--- src/rtl/sar_search_controller_if.sv ---
// Handshake/bus bundle between the SAR search controller and its comparator/requester side.
interface sar_search_controller_if #(
  parameter int WIDTH = 8
);
  logic             start;
  logic             lt;
  logic             gt;
  logic             eq;
  logic [WIDTH-1:0] guess;
  logic             busy;
  logic             done;
  logic [WIDTH-1:0] result;
  logic             err;

  modport master (
    input  start, lt, gt, eq,
    output guess, busy, done, result, err
  );

  modport slave (
    output start, lt, gt, eq,
    input  guess, busy, done, result, err
  );
endinterface

--- src/rtl/sar_search_controller.sv ---
// MSB-first successive-approximation search of a hidden operand using external lt/gt/eq flags.
module sar_search_controller #(
  parameter int WIDTH = 8
) (
  input  logic                    clk,
  input  logic                    rst,
  sar_search_controller_if.master bus
);
  localparam int IW = (WIDTH > 1) ? $clog2(WIDTH) : 1;

  typedef enum logic {IDLE, TRIAL} state_t;

  state_t           state_q, state_d;
  logic [WIDTH-1:0] guess_q, guess_d;
  logic [IW-1:0]    idx_q, idx_d;
  logic [WIDTH-1:0] result_q, result_d;
  logic             done_q, done_d;
  logic             err_q, err_d;

  logic             flags_ok;
  logic             last;
  logic             finish;
  logic [WIDTH-1:0] bit_m;

  // A lone flag is required; any other combination is a comparator fault,
  // which overrides the eq > gt > lt priority.
  assign flags_ok = $onehot({bus.lt, bus.gt, bus.eq});
  assign last     = (idx_q == '0);
  assign finish   = !flags_ok || bus.eq || last;
  assign bit_m    = WIDTH'(1) << idx_q;

  always_ff @(posedge clk or posedge rst) begin
    if (rst) begin
      state_q  <= IDLE;
      guess_q  <= '0;
      idx_q    <= '0;
      result_q <= '0;
      done_q   <= 1'b0;
      err_q    <= 1'b0;
    end else begin
      state_q  <= state_d;
      guess_q  <= guess_d;
      idx_q    <= idx_d;
      result_q <= result_d;
      done_q   <= done_d;
      err_q    <= err_d;
    end
  end

  always_comb begin
    state_d = state_q;
    case (state_q)
      IDLE:    if (bus.start) state_d = TRIAL;
      TRIAL:   if (finish)    state_d = IDLE;
      default:                state_d = IDLE;
    endcase
  end

  always_comb begin
    guess_d  = guess_q;
    idx_d    = idx_q;
    result_d = result_q;
    done_d   = 1'b0;
    err_d    = err_q;
    case (state_q)
      IDLE: begin
        if (bus.start) begin
          guess_d            = '0;
          guess_d[WIDTH-1]   = 1'b1;
          idx_d              = IW'(WIDTH-1);
          err_d              = 1'b0;
        end
      end
      TRIAL: begin
        if (!flags_ok) begin
          result_d = guess_q;
          err_d    = 1'b1;
          done_d   = 1'b1;
        end else if (bus.eq) begin
          result_d = guess_q;
          done_d   = 1'b1;
        end else if (last) begin
          // Only hidden==0 can legitimately run off the LSB with gt.
          result_d = bus.gt ? (guess_q & ~WIDTH'(1)) : guess_q;
          err_d    = !bus.gt;
          done_d   = 1'b1;
        end else begin
          guess_d = (bus.gt ? (guess_q & ~bit_m) : guess_q) | (bit_m >> 1);
          idx_d   = idx_q - IW'(1);
        end
      end
      default: ;
    endcase
  end

  assign bus.guess  = guess_q;
  assign bus.busy   = (state_q == TRIAL);
  assign bus.done   = done_q;
  assign bus.result = result_q;
  assign bus.err    = err_q;
endmodule

--- src/flat_wrapper.sv ---
// flat-port wrapper written by rule: the top's interface ports become plain ports
module sar_search_controller_flat 
#(
  parameter int WIDTH = 8
)
  (clk, rst, bus_start, bus_lt, bus_gt, bus_eq, bus_guess, bus_busy, bus_done, bus_result, bus_err);
  sar_search_controller_if #(.WIDTH(WIDTH)) bus_i ();
  input  logic clk;
  input  logic rst;
  input wire logic [$bits(bus_i.start)-1:0] bus_start;
  input wire logic [$bits(bus_i.lt)-1:0] bus_lt;
  input wire logic [$bits(bus_i.gt)-1:0] bus_gt;
  input wire logic [$bits(bus_i.eq)-1:0] bus_eq;
  output wire logic [$bits(bus_i.guess)-1:0] bus_guess;
  output wire logic [$bits(bus_i.busy)-1:0] bus_busy;
  output wire logic [$bits(bus_i.done)-1:0] bus_done;
  output wire logic [$bits(bus_i.result)-1:0] bus_result;
  output wire logic [$bits(bus_i.err)-1:0] bus_err;
  assign bus_i.start = bus_start;
  assign bus_i.lt = bus_lt;
  assign bus_i.gt = bus_gt;
  assign bus_i.eq = bus_eq;
  assign bus_guess = bus_i.guess;
  assign bus_busy = bus_i.busy;
  assign bus_done = bus_i.done;
  assign bus_result = bus_i.result;
  assign bus_err = bus_i.err;
  sar_search_controller #(.WIDTH(WIDTH)) u_core (.clk(clk), .rst(rst), .bus(bus_i));
endmodule
--- config.mk ---
export PLATFORM = sky130hd
export DESIGN_NAME = sar_search_controller_flat
export DESIGN_NICKNAME = d
export VERILOG_FILES = /design/src/rtl/sar_search_controller_if.sv /design/src/rtl/sar_search_controller.sv /design/src/flat_wrapper.sv
export SDC_FILE = /design/constraint.sdc
export NUM_CORES = 1
export LEC_CHECK = 0
export ABC_AREA = 1
export CAP_MARGIN = 25
export CORE_ASPECT_RATIO = 1.25
export CORE_MARGIN = 3
export CORE_UTILIZATION = 55
export CTS_CLUSTER_DIAMETER = 150
export DETAILED_ROUTE_END_ITERATION = 8
export PLACE_DENSITY = 0.84
export SETUP_SLACK_MARGIN = 0.2
export SLEW_MARGIN = 20
export SYNTH_ARGS = -nofsm -noshare
export SYNTH_HDL_FRONTEND = slang
export SYNTH_SLANG_ARGS = --single-unit
--- constraint.sdc ---
create_clock -name clk -period 3 [get_ports clk]
set_input_delay 0.6 -clock clk [delete_from_list [all_inputs] [get_ports clk]]
set_output_delay 0.6 -clock clk [all_outputs]
set_load 0.03 [all_outputs]
# After elaboration in Yosys (flattened, before gate mapping)
# Cells that the tools add are included.
[totals]
regBits = 22
in_bits = 6
output_inout_bits = 19
word_cells = 57
[classes]
add_sub_neg = 3
eq_ne = 8
shift = 1
n_mux = 27
n_bitwise = 4
reduce_logical = 8
[ops]
columns = ["cell", "n"]
rows = [
  ["8-bit 2-to-1 mux", 8],
  ["8-bit one-hot mux with 2 select lines", 1],
  ["3-bit 2-to-1 mux", 4],
  ["1-bit 2-to-1 mux", 11],
  ["3-bit != test (second input constant)", 3],
  ["8-bit AND", 1],
  ["2-bit != test (second input constant)", 4],
  ["8-bit NOT", 1],
  ["8-bit by 7-bit OR with 8-bit output", 1],
  ["1-bit by 3-bit << shifter with 8-bit output (first input constant)", 1],
  ["3-bit one-hot mux with 2 select lines", 1],
  ["1-bit one-hot mux with 2 select lines", 2],
  ["4-bit AND reduction", 1],
  ["3-bit zero test", 1],
  ["3-bit AND reduction", 1],
  ["3-bit by 1-bit subtractor with 3-bit output (second input constant)", 1],
  ["1-bit by 1-bit adder with 2-bit output", 1],
  ["2-bit by 1-bit adder with 2-bit output", 1],
  ["2-bit by 1-bit == test with 1-bit output (second input constant)", 1],
  ["1-bit zero test", 2],
  ["1-bit logical OR", 2],
  ["2-bit AND reduction", 1],
  ["1-bit NOT", 1],
]

# Logic depth before layout (Yosys ltp)
[logic_depth]
ltp_word = 9
depth_mapped = 8
ltp_nobuf = 8

# Worst setup path after synthesis
# OpenSTA, ideal clock, no wires.
[synth_path]
kind = "input to register"
from = "input bus_eq"
to = "register u_core.guess_q[1], in the netlist u_core.bus.guess[1]"
setup_ns = 0.065
arrival_ns = 1.692
required_time_ns = 2.935
setup_slack_ns = 1.243
path_stages = 7
path_cell_list = "fa_1 inv_1 nor2_2 nand3_4 nor2_4 nand2_1 nand2_1"
[synth_via]
elab_chain_cells = 5
elab_cells_between_ends = 6
classes_between = "2 x add/sub; 3 x eq/ne; 1 x reduce/logical"
[synth_lines]
columns = ["item", "line", "rtl"]
rows = [
  ["start, declared", "flat_wrapper.sv:13", "input wire logic [$bits(bus_i.eq)-1:0] bus_eq;"],
  ["1-bit by 1-bit adder with 2-bit output (implied by the code)", "sar_search_controller.sv:27", "assign flags_ok = $onehot({bus.lt, bus.gt, bus.eq});"],
  ["2-bit by 1-bit adder with 2-bit output (implied by the code)", "sar_search_controller.sv:27", ""],
  ["2-bit by 1-bit == test with 1-bit output", "sar_search_controller.sv:27", ""],
  ["2-bit != test (no source line)", "-", ""],
  ["4-bit AND reduction (no source line) *", "-", ""],
  ["end signal, assigned", "sar_search_controller.sv:42", "guess_q <= guess_d;"],
  ["end, declared", "sar_search_controller.sv:14", "logic [WIDTH-1:0] guess_q, guess_d;"],
]
# Mark *: on every way between the ends. The rest lies on a longest branch, timed or not.
# A chain may end at the register's enable or synchronous reset.

# Worst setup path in the final report
[layout_path]
from = "register u_core.state_q, in the netlist u_core.bus.busy"
to = "output bus_busy"
[layout_rtl]
columns = ["item", "line", "rtl"]
rows = [
  ["start, declared", "sar_search_controller.sv:13", "state_t state_q, state_d;"],
  ["start signal, assigned", "sar_search_controller.sv:41", "state_q <= state_d;"],
  ["end, declared", "flat_wrapper.sv:15", "output wire logic [$bits(bus_i.busy)-1:0] bus_busy;"],
]
# No word-level cell between the ends.

==> impl_metrics.toml <==
[global_route]
grt_pass1_wl_um = 4640
grt_antenna_before_repair = 0
grt_overflow = 0
track_usage = 0.208
grt_pass1_vias = 1034
grt_max_degree = 23

[floorplan]
rows = 19
core_um2 = 2210
initial_core_util = 0.583
die_h_um = 60.1
die_area_um2 = 2960
die_w_um = 49.3
io_pins = 25

[min_path]
worst_hold_path.num_cells = 2
min-delay-path-class = "reg -> reg"

[sta]
worst_slack_ns = 0.527
finalHoldViolCount = 0
slew_headroom = 0.449
rsz0062_at_grt = "false"
setup_violations = 0
period_share = 0.824
slew_viol_final = 0
worst_pin_slew_ns = 0.826
min_period_ns = 2.47
fin_tns_setup_ns = 0
fin_skew_ns = 0.00409
whs_ns = 0.487
max_freq_ghz = 0.404

[setup_path]
cp-end-kind = "output pin"
cpPeakStageDelay_ns = 0.79
cp_data_required_time_ns = 2.40
r2r_slack_ns = 1.38
crit_start = "u_core.bus.busy$_DFF_PP0_"
path_class = "reg -> out"
crit_path_end = "bus_busy"
reg2reg_depth = 7
crit_chain = "clkdlybuf4s50_1"
cp_top_family = "buffers and inverters"
slowest_stage = "clkdlybuf4s50_1"
worstPathArrival_ns = 1.87
cp.depth = 1
cp_max_fo = 12
reg2reg_to = "u_core.bus.guess[7]$_DFFE_PP0P_"
crit_path_start_kind = "flop"
timing.rr.start = "u_core.bus.busy$_DFF_PP0_"
cp.buffers_inverters = 1

[synthesis]
yosysWarnings = 0
avgSynthCellArea_um2 = 7.81
synthesis.nets = 177
synth_top_area_cell = "dfrtp_1"
syn_inst = 165
synthDistinctLibCells = 16
synth_edf_count = 0
ys_seq_area_frac = 0.427
synthArstFlopShare = 1.00
netlist_top_cells_area = "dfrtp_1 43%, nand2_1 25%, nand3_1 5.8%"
synth-main-ff-cell = "dfrtp_1"
synth_common_cells = "86 x nand2_1, 22 x dfrtp_1, 15 x nand3_1"
synth_area_um2 = 1290
ys_ff_latch = 22
synth.top_cell.area_share = 0.427
post-synth-top-count-cell = "nand2_1"

[routing]
wl_per_cell_um = 12.0
drcViolationCount = 0
firstDrtPassIters = 4
vias = 1088
drt_iter0_markers = 24
final_antenna_net_count = 0
vias_per_cell = 4.92
wirelength_um = 2660

[cts]
clock_path_buffers = 2
clockRootBuffer = "clkbuf_4"
insertion_delay_ns = 0.32
cts.clk_slew.worst_paths_ns = 0.13
numCtsBuffers = 3
clkSinkCount = 22
htreeDepth = 1
cts_hold_buf = 0
postCtsSetupBuffers = 0
cts_tree = "done"
ctsResizeCount = 0

[finish]
fin_nets = 203
diodes = 0
area_growth_pct = 24.1
fillers = 180
drive_gt1_frac = 0.100
regArea_um2 = 551
multiInputGateArea_um2 = 664

[power]
leakage_nw = 0.843
power_mw = 1.46
vdd_drop_max_mv = 0.643
powerDensity_nw_per_um2 = 910

[place]
dp_slack_ns = 0.482
dp.final_hpwl_um = 1940
place.gp.congestion = 0.784
portBuffers = 24

[run_status]
status = "complete, no violations"

[job]
cap_violations = 0
sequential cells by signal, indices dropped and copies added (netlist names):
signal	count
u_core.bus.busy	1
u_core.bus.done	1
u_core.bus.err	1
u_core.bus.guess	8
u_core.bus.result	8
u_core.idx_q	3
placed cells by master, fill, tap and decap left out:
cell and n:
nand2_1 86, clkdlybuf4s50_1 24, dfrtp_1 22, nand3_1 15
inv_1 12, ha_1 5, nand2_4 4, nand3_4 4
nor2_1 4, clkbuf_4 3, nor2_2 2, inv_2 2
nor2_4 2, nand4_1 2, nand2_2 1, fa_1 1
bufinv_16 1
worst min path at each step:
stage / end / startpoint / slack (ns)
global route: u_core.bus.result[4]$_DFFE_PP0P_ / u_core.bus.result[4]$_DFFE_PP0P_ / 0.51
finish: u_core.bus.result[4]$_DFFE_PP0P_ / u_core.bus.result[4]$_DFFE_PP0P_ / 0.49
floorplan: u_core.idx_q[1]$_DFFE_PP0P_ / u_core.idx_q[1]$_DFFE_PP0P_ / 0.49
CTS: u_core.bus.result[5]$_DFFE_PP0P_ / u_core.bus.result[5]$_DFFE_PP0P_ / 0.49
detailed placement: u_core.bus.result[5]$_DFFE_PP0P_ / u_core.bus.result[5]$_DFFE_PP0P_ / 0.46
global placement: u_core.bus.result[2]$_DFFE_PP0P_ / u_core.bus.result[2]$_DFFE_PP0P_ / 0.45
where the power goes:
part / internal (mW) / switching [mW] / leakage, nW / total, mW
logic: 0.268 / 0.468 / 0.525 / 0.736
clock network: 0.135 / 0.0979 / 0.0279 / 0.233
registers: 0.376 / 0.110 / 0.290 / 0.486
final cells by class:
| type | instances | area share |
|---|---|---|
| clock inverter | 1 | 0.0188 |
| sequential | 22 | 0.344 |
| tap | 31 | 0.0243 |
| inverter | 14 | 0.0329 |
| clock buffer | 3 | 0.0141 |
| multi-input combinational | 126 | 0.415 |
| timing repair buffer | 24 | 0.150 |
per-stage QoR:
stage,std cells,utilization,cell area (um2)
finish,221,0.723,1600
global route,221,0.723,1600
CTS,221,0.723,1600
detailed placement,217,0.699,1550
global placement,217,0.699,1550
floorplan,165,-,1290
cell families after synthesis:
family | synth area share
adders and majority gates | 0.0641
DFF | 0.427
buffers and inverters | 0.0573
and+or+nand+nor | 0.451
routing by layer:
| layer | vias up | track usage | part of all wire |
|---|---|---|---|
| li1 | 553 | - | - |
| met1 | 505 | 0.239 | 0.40 |
| met2 | 25 | 0.385 | 0.54 |
| met3 | 5 | 0.0175 | 0.038 |
| met4 | 0 | 0.110 | 0.022 |
| met5 | - | 0 | 0 |
No activity file was read; power rests on OpenSTA's default activity.
